==> src/rtl/uart_defs.vh <==
// Shared UART constants used by the TX and RX character FIFOs.
`ifndef UART_DEFS_VH
`define UART_DEFS_VH
`define UART_CHAR_W 8
`define UART_FIFO_ADDR_W_DEFAULT 4
`endif

==> src/rtl/uart_tx_fifo_pkg.sv <==
// Types and helpers shared by the UART TX character FIFO and its interface.
package uart_tx_fifo_pkg;
`include "uart_defs.vh"

  localparam int UART_CHAR_W         = `UART_CHAR_W;
  localparam int FIFO_ADDR_W_DEFAULT = `UART_FIFO_ADDR_W_DEFAULT;

  typedef logic [UART_CHAR_W-1:0] uart_char_t;

  typedef struct packed {
    logic push;
    logic pop;
    logic drop;
  } fifo_op_t;

  // A pop frees a slot in the same cycle, so a write to a full FIFO survives if a pop accompanies it.
  function automatic fifo_op_t fifo_decide(input logic wr, input logic tx,
                                           input logic is_empty, input logic is_full);
    fifo_op_t op;
    op.pop  = tx & ~is_empty;
    op.push = wr & (~is_full | op.pop);
    op.drop = wr & ~op.push;
    return op;
  endfunction
endpackage

==> src/rtl/uart_tx_fifo_if.sv <==
// Host/transmitter-facing signal bundle of uart_tx_fifo; UART_TX_FIFO_FLUSH_EN adds flush.
interface uart_tx_fifo_if import uart_tx_fifo_pkg::*; #(
  parameter int ADDR_W = FIFO_ADDR_W_DEFAULT
);
  uart_char_t        wr_data;
  logic              wr_en;
  logic              full;
  logic              empty;
  logic [ADDR_W:0]   level;
  logic              overflow;
  uart_char_t        char;
  logic              load;
  logic              transmitted;
`ifdef UART_TX_FIFO_FLUSH_EN
  logic              flush;

  modport master (output wr_data, wr_en, transmitted, flush,
                  input  full, empty, level, overflow, char, load);
  modport slave  (input  wr_data, wr_en, transmitted, flush,
                  output full, empty, level, overflow, char, load);
`else
  modport master (output wr_data, wr_en, transmitted,
                  input  full, empty, level, overflow, char, load);
  modport slave  (input  wr_data, wr_en, transmitted,
                  output full, empty, level, overflow, char, load);
`endif
endinterface

==> src/rtl/uart_fifo_mem.sv <==
// DEPTH x DATA_W register file: synchronous write port, asynchronous read port, no reset.
module uart_fifo_mem #(
  parameter int ADDR_W = 4,
  parameter int DATA_W = 8
) (
  input  logic              clock,
  input  logic              we,
  input  logic [ADDR_W-1:0] waddr,
  input  logic [DATA_W-1:0] wdata,
  input  logic [ADDR_W-1:0] raddr,
  output logic [DATA_W-1:0] rdata
);
  logic [DATA_W-1:0] mem [0:(1<<ADDR_W)-1];

  always_ff @(posedge clock) begin
    if (we) mem[waddr] <= wdata;
  end

  assign rdata = mem[raddr];
endmodule

==> src/rtl/uart_tx_fifo.sv <==
// Character FIFO feeding uart_transmitter: head byte on char/load, popped per transmitted pulse.
// Optional UART_TX_FIFO_FLUSH_EN adds a flush input that empties the queue but keeps overflow.
module uart_tx_fifo import uart_tx_fifo_pkg::*; #(
  parameter int ADDR_W = FIFO_ADDR_W_DEFAULT
) (
  input  logic           clock,
  input  logic           rst,
  uart_tx_fifo_if.slave  bus
);
  localparam logic [ADDR_W:0] DEPTH_CNT = (ADDR_W+1)'(1 << ADDR_W);

  logic [ADDR_W-1:0] rd_ptr;
  logic [ADDR_W-1:0] wr_ptr;
  logic [ADDR_W:0]   count;
  logic              overflow_q;
  uart_char_t        rd_char;
  fifo_op_t          op;

  assign op = fifo_decide(bus.wr_en, bus.transmitted, count == '0, count == DEPTH_CNT);

  always_ff @(posedge clock) begin
    if (rst) begin
      rd_ptr     <= '0;
      wr_ptr     <= '0;
      count      <= '0;
      overflow_q <= 1'b0;
    end
`ifdef UART_TX_FIFO_FLUSH_EN
    else if (bus.flush) begin
      rd_ptr <= '0;
      wr_ptr <= '0;
      count  <= '0;
    end
`endif
    else begin
      if (op.push) wr_ptr <= wr_ptr + 1'b1;
      if (op.pop)  rd_ptr <= rd_ptr + 1'b1;
      case ({op.push, op.pop})
        2'b10:   count <= count + 1'b1;
        2'b01:   count <= count - 1'b1;
        default: ;
      endcase
      if (op.drop) overflow_q <= 1'b1;
    end
  end

  // A write landing during rst/flush only touches storage; the cleared pointers make it unreachable.
  uart_fifo_mem #(
    .ADDR_W (ADDR_W),
    .DATA_W (UART_CHAR_W)
  ) u_mem (
    .clock (clock),
    .we    (op.push),
    .waddr (wr_ptr),
    .wdata (bus.wr_data),
    .raddr (rd_ptr),
    .rdata (rd_char)
  );

  assign bus.full     = (count == DEPTH_CNT);
  assign bus.empty    = (count == '0);
  assign bus.level    = count;
  assign bus.overflow = overflow_q;
  assign bus.load     = (count != '0);
  assign bus.char     = (count != '0) ? rd_char : '0;
endmodule

==> src/flat_wrapper.sv <==
// flat-port wrapper written by rule: the top's interface ports become plain ports
module uart_tx_fifo_flat import uart_tx_fifo_pkg::*;
#(
  parameter int ADDR_W = FIFO_ADDR_W_DEFAULT
)
  (clock, rst, bus_wr_data, bus_wr_en, bus_transmitted, bus_full, bus_empty, bus_level, bus_overflow, bus_char, bus_load);
  uart_tx_fifo_if #(.ADDR_W(ADDR_W)) bus_i ();
  input  logic clock;
  input  logic rst;
  input wire logic [$bits(bus_i.wr_data)-1:0] bus_wr_data;
  input wire logic [$bits(bus_i.wr_en)-1:0] bus_wr_en;
  input wire logic [$bits(bus_i.transmitted)-1:0] bus_transmitted;
  output wire logic [$bits(bus_i.full)-1:0] bus_full;
  output wire logic [$bits(bus_i.empty)-1:0] bus_empty;
  output wire logic [$bits(bus_i.level)-1:0] bus_level;
  output wire logic [$bits(bus_i.overflow)-1:0] bus_overflow;
  output wire logic [$bits(bus_i.char)-1:0] bus_char;
  output wire logic [$bits(bus_i.load)-1:0] bus_load;
  assign bus_i.wr_data = bus_wr_data;
  assign bus_i.wr_en = bus_wr_en;
  assign bus_i.transmitted = bus_transmitted;
  assign bus_full = bus_i.full;
  assign bus_empty = bus_i.empty;
  assign bus_level = bus_i.level;
  assign bus_overflow = bus_i.overflow;
  assign bus_char = bus_i.char;
  assign bus_load = bus_i.load;
  uart_tx_fifo #(.ADDR_W(ADDR_W)) u_core (.clock(clock), .rst(rst), .bus(bus_i));
endmodule
==> config.mk <==
export PLATFORM = sky130hd
export DESIGN_NAME = uart_tx_fifo_flat
export DESIGN_NICKNAME = d
export VERILOG_FILES = /design/src/rtl/uart_tx_fifo_pkg.sv /design/src/rtl/uart_tx_fifo_if.sv /design/src/rtl/uart_fifo_mem.sv /design/src/rtl/uart_tx_fifo.sv /design/src/flat_wrapper.sv
export VERILOG_INCLUDE_DIRS = /design/src /design/src/rtl
export SDC_FILE = /design/constraint.sdc
export NUM_CORES = 1
export LEC_CHECK = 0
export CELL_PAD_IN_SITES_DETAIL_PLACEMENT = 0
export CELL_PAD_IN_SITES_GLOBAL_PLACEMENT = 1
export CORE_ASPECT_RATIO = 1.75
export CORE_MARGIN = 5
export CORE_UTILIZATION = 56
export CTS_BUF_LIST = sky130_fd_sc_hd__clkbuf_16
export DETAILED_ROUTE_END_ITERATION = 10
export PLACE_DENSITY_LB_ADDON = 0.3
export SYNTH_ARGS = -nofsm -noshare
export SYNTH_HDL_FRONTEND = slang
export SYNTH_HIERARCHICAL = 1
export SYNTH_SLANG_ARGS = --single-unit
==> constraint.sdc <==
create_clock -name clock -period 7.15 [get_ports clock]
set_clock_uncertainty 0.2 [all_clocks]
set_input_delay 2.145 -clock clock [delete_from_list [all_inputs] [get_ports clock]]
set_output_delay 2.145 -clock clock [all_outputs]
set_load 0.05 [all_outputs]
==> run_results.csv <==
group,metric,value,unit
floorplanning,die_area,12800,um2
logic_synthesis,yosys_register_bits,142,
power_and_ir_drop,powerDensity,380,nW/um2
critical_path,cp_slowest_cell,"dfxtp_2",
logic_synthesis,ys_seq_area_share,69.8,%
placement,dp_hpwl,7.54,mm
clock_tree,post_cts_buffers,0,
logic_synthesis,synth_nets,343,
worst_hold_path,min-delay-start,"u_core/bus.overflow",
power_and_ir_drop,clkPwrFrac,31.3,%
logic_synthesis,synth.distinct_cells,46,
floorplanning,die_y,146,um
critical_path,crit_family,"flip-flops",
sta,hold_viol,0,
logic_synthesis,netlist_top_cells_area,"edfxtp_1 65%, mux4_2 6.9%, mux4_1 6.2%, dfxtp_1 4.7%, a22oi_1 2.0%",
run,max_cap_viol_count,0,
power_and_ir_drop,finalPower,2.59,mW
power_and_ir_drop,p_comb_share,29.2,%
clock_tree,htree_levels,4,
sta,tightest_slew,1150,ps
placement,globalplace.congestion,0.801,
logic_synthesis,yosysWarnings,6,
power_and_ir_drop,intPower,1.76,mW
route,route.vias.total,3037,
route,wl,11.3,mm
clock_tree,cts_root_buffer,"clkbuf_16",
grt,antenna_found_initial,0,
outcome,status,"finished clean",
grt,grt_pass1_wl,18.1,mm
logic_synthesis,yosys.area.top_type,"edfxtp_1",
sta,max_freq,174,MHz
power_and_ir_drop,seqPwrFrac,39.6,%
logic_synthesis,synth_top_cell_area_share,65.0,%
grt,gr-total-overflow,0,
critical_path,path_cells,"mux4_2 > a22oi_1 > nand2_1 > nor2b_1 > clkdlybuf4s50_1",
logic_synthesis,synthCells,325,
logic_synthesis,synth_flop_cell,"edfxtp_1",
sta,drv_slew,0,
sta,post-route-period-util,80.3,%
logic_synthesis,synth_edf_count,128,
route,drtPass1Iterations,4,
critical_path,critPathKind,"register to primary output",
finish,area_growth,15.5,%
sta,slew_headroom,23.6,%
finish,drive_gt1_share,16.4,%
worst_hold_path,min_path_type,"register to register",
finish,nets,378,
floorplanning,io_pins,29,
critical_path,reg2reg_from,"u_core/bus.level[0]",
floorplanning,core,10300,um2
power_and_ir_drop,net-switching-power,835,uW
sta,rsz0062_at_grt,"no",
power_and_ir_drop,swShare,32.2,%
floorplanning,start_util,57.4,%
placement,port_buffers,28,
grt,first_global_vias,3277,
critical_path,end_kind,"primary output",
route,postRouteAntennaNets,0,
floorplanning,std_cell_rows,49,
clock_tree,clock-sinks,142,
finish,final_cells,500,
clock_tree,cts_tree,"done",
clock_tree,clk_path_buf_depth,2,
logic_synthesis,netlist_area,5910,um2
route,wl_per_cell,22.5,um
placement,placed_cells,468,
logic_synthesis,syn_area_per_cell,18.2,um2
critical_path,crit_arrival,3390,ps
grt,grt_max_degree,36,
grt,grtUsageTotal,19.6,%
clock_tree,cts_resized,0,
power_and_ir_drop,p_leak,2.24,nW
logic_synthesis,yosys.cell_count.top_type,"edfxtp_1",
clock_tree,hold_buffers,0,
floorplanning,die_w,87.7,um
placement,dpl-instance-area,6270,um2
route,viasPerCell,6.07,
critical_path,worstPathMaxFanout,35,
critical_path,startpoint,"u_core/rd_ptr[0]",
finish,diodes,0,
grt,use_met3,4.08,%
sta,period_minus_slack,5740,ps
power_and_ir_drop,ir_worst_vdd,0.000379,V
logic_synthesis,synth_commonest_cells,"128 x edfxtp_1, 25 x nor2_1, 18 x mux4_2",
clock_tree,path_clk_slew,60,ps
grt,use_met1,23.1,%
finish,design_area,6820,um2
logic_synthesis,async_flop_share,0,%
grt,grt_busiest_layer,"met2",
critical_path,crit_buf_inv,1,
grt,use_met2,33.9,%
sta,fin_setup_tns,0,ps
sta,setup_violations,0,
critical_path,startpoint_type,"register",
route,drt_iter0_drc,254,
critical_path,crit_path_max_incr_delay,1080,ps
clock_tree,numCtsBuffers,17,
clock_tree,clk_latency,410,ps
critical_path,cp.required,4810,ps
route,post-route-drc-count,0,
worst min-delay path, delay by kind of cell (launching register included):
kind,cells,cell delay [ps]
DFF,1,330
and+or+nand+nor,1,70
AOI/OAI and AO/OA,1,40
layout make-up:
class	count	area, um2
clock buffers	17	425
clock inverters	15	130
fillers	708	3480
inverters	5	18.8
multi-input cells	163	1660
flip-flops and latches	142	4130
well taps	127	159
repair buffers	31	303
kinds of logic (layout without fill, tap and decap cells):
family / Yosys count / after routing / synth area share, %
AO/OA/AOI/OAI: 36 / 36 / 4.76
multiplexers: 37 / 37 / 14.0
buffers and inverters: 20 / 68 / 2.24
adder cells (fa/ha/maj): 6 / 6 / 1.40
flip-flops: 142 / 142 / 69.8
XOR/XNOR: 7 / 7 / 1.04
AND/OR/NAND/NOR: 77 / 77 / 6.82
placed cells by master, fill, tap and decap left out, types with 3 or more instances in the layout:
| cell type | n |
|---|---|
| a21oi_1 | 6 |
| a22oi_1 | 16 |
| buf_4 | 3 |
| clkbuf_16 | 17 |
| clkdlybuf4s50_1 | 28 |
| clkinv_1 | 4 |
| clkinv_2 | 5 |
| clkinv_4 | 3 |
| dfxtp_1 | 13 |
| edfxtp_1 | 128 |
| ha_1 | 5 |
| inv_1 | 5 |
| mux2i_1 | 4 |
| mux4_1 | 14 |
| mux4_2 | 18 |
| nand2_1 | 10 |
| nand2b_1 | 4 |
| nand3_1 | 6 |
| nor2_1 | 25 |
| nor2b_1 | 12 |
| nor3_1 | 8 |
| xor2_1 | 5 |
power groups by stage:
| stage | combinational, mW | sequential (mW) | clock, mW |
|---|---|---|---|
| 6_report | 0.757 | 1.03 | 0.811 |
| 5_1_grt | 0.806 | 1.04 | 0.867 |
| 4_1_cts | 0.766 | 1.03 | 0.820 |
| 3_5_place_dp | 0.764 | 1.05 | 0 |
| 3_3_place_gp | 0.755 | 1.05 | 0 |
| 2_1_floorplan | 0.587 | 1.02 | 0 |
sequential cells by signal (all words and copies together) (netlist names):
name,count
u_core/bus.level,5
u_core/bus.overflow,1
u_core/wr_ptr,4
u_core/u_mem/mem,128
u_core/rd_ptr,4
routing by layer:
layer / routed length [um] / share of wire (%) / vias to the layer above
li1: - / - / 1385
met1: 4010 / 36 / 1514
met2: 6430 / 57 / 117
met3: 574 / 5.1 / 21
met4: 246 / 2.2 / 0
met5: 0 / 0 / -
stage by stage:
stage,hold slack (ps),utilization (%),worst slack [ps]
CTS,283,66.3,1330
detailed placement,270,60.9,1800
global route,304,66.3,1210
finish,272,66.3,1410
floorplan,327,-,2490
global placement,261,60.9,1790
worst paths after layout:
| check | cells after the start | slack [ps] | to |
|---|---|---|---|
| worst max register to register | 6 | 3960 | u_core/u_mem/mem[0][1] |
| worst min register to register | 2 | 270 | u_core/bus.overflow |
| worst min-delay path | 2 | 270 | u_core/bus.overflow |
| worst max-delay path | 5 | 1410 | bus_char[4] |
No activity file was read; power rests on OpenSTA's default activity.
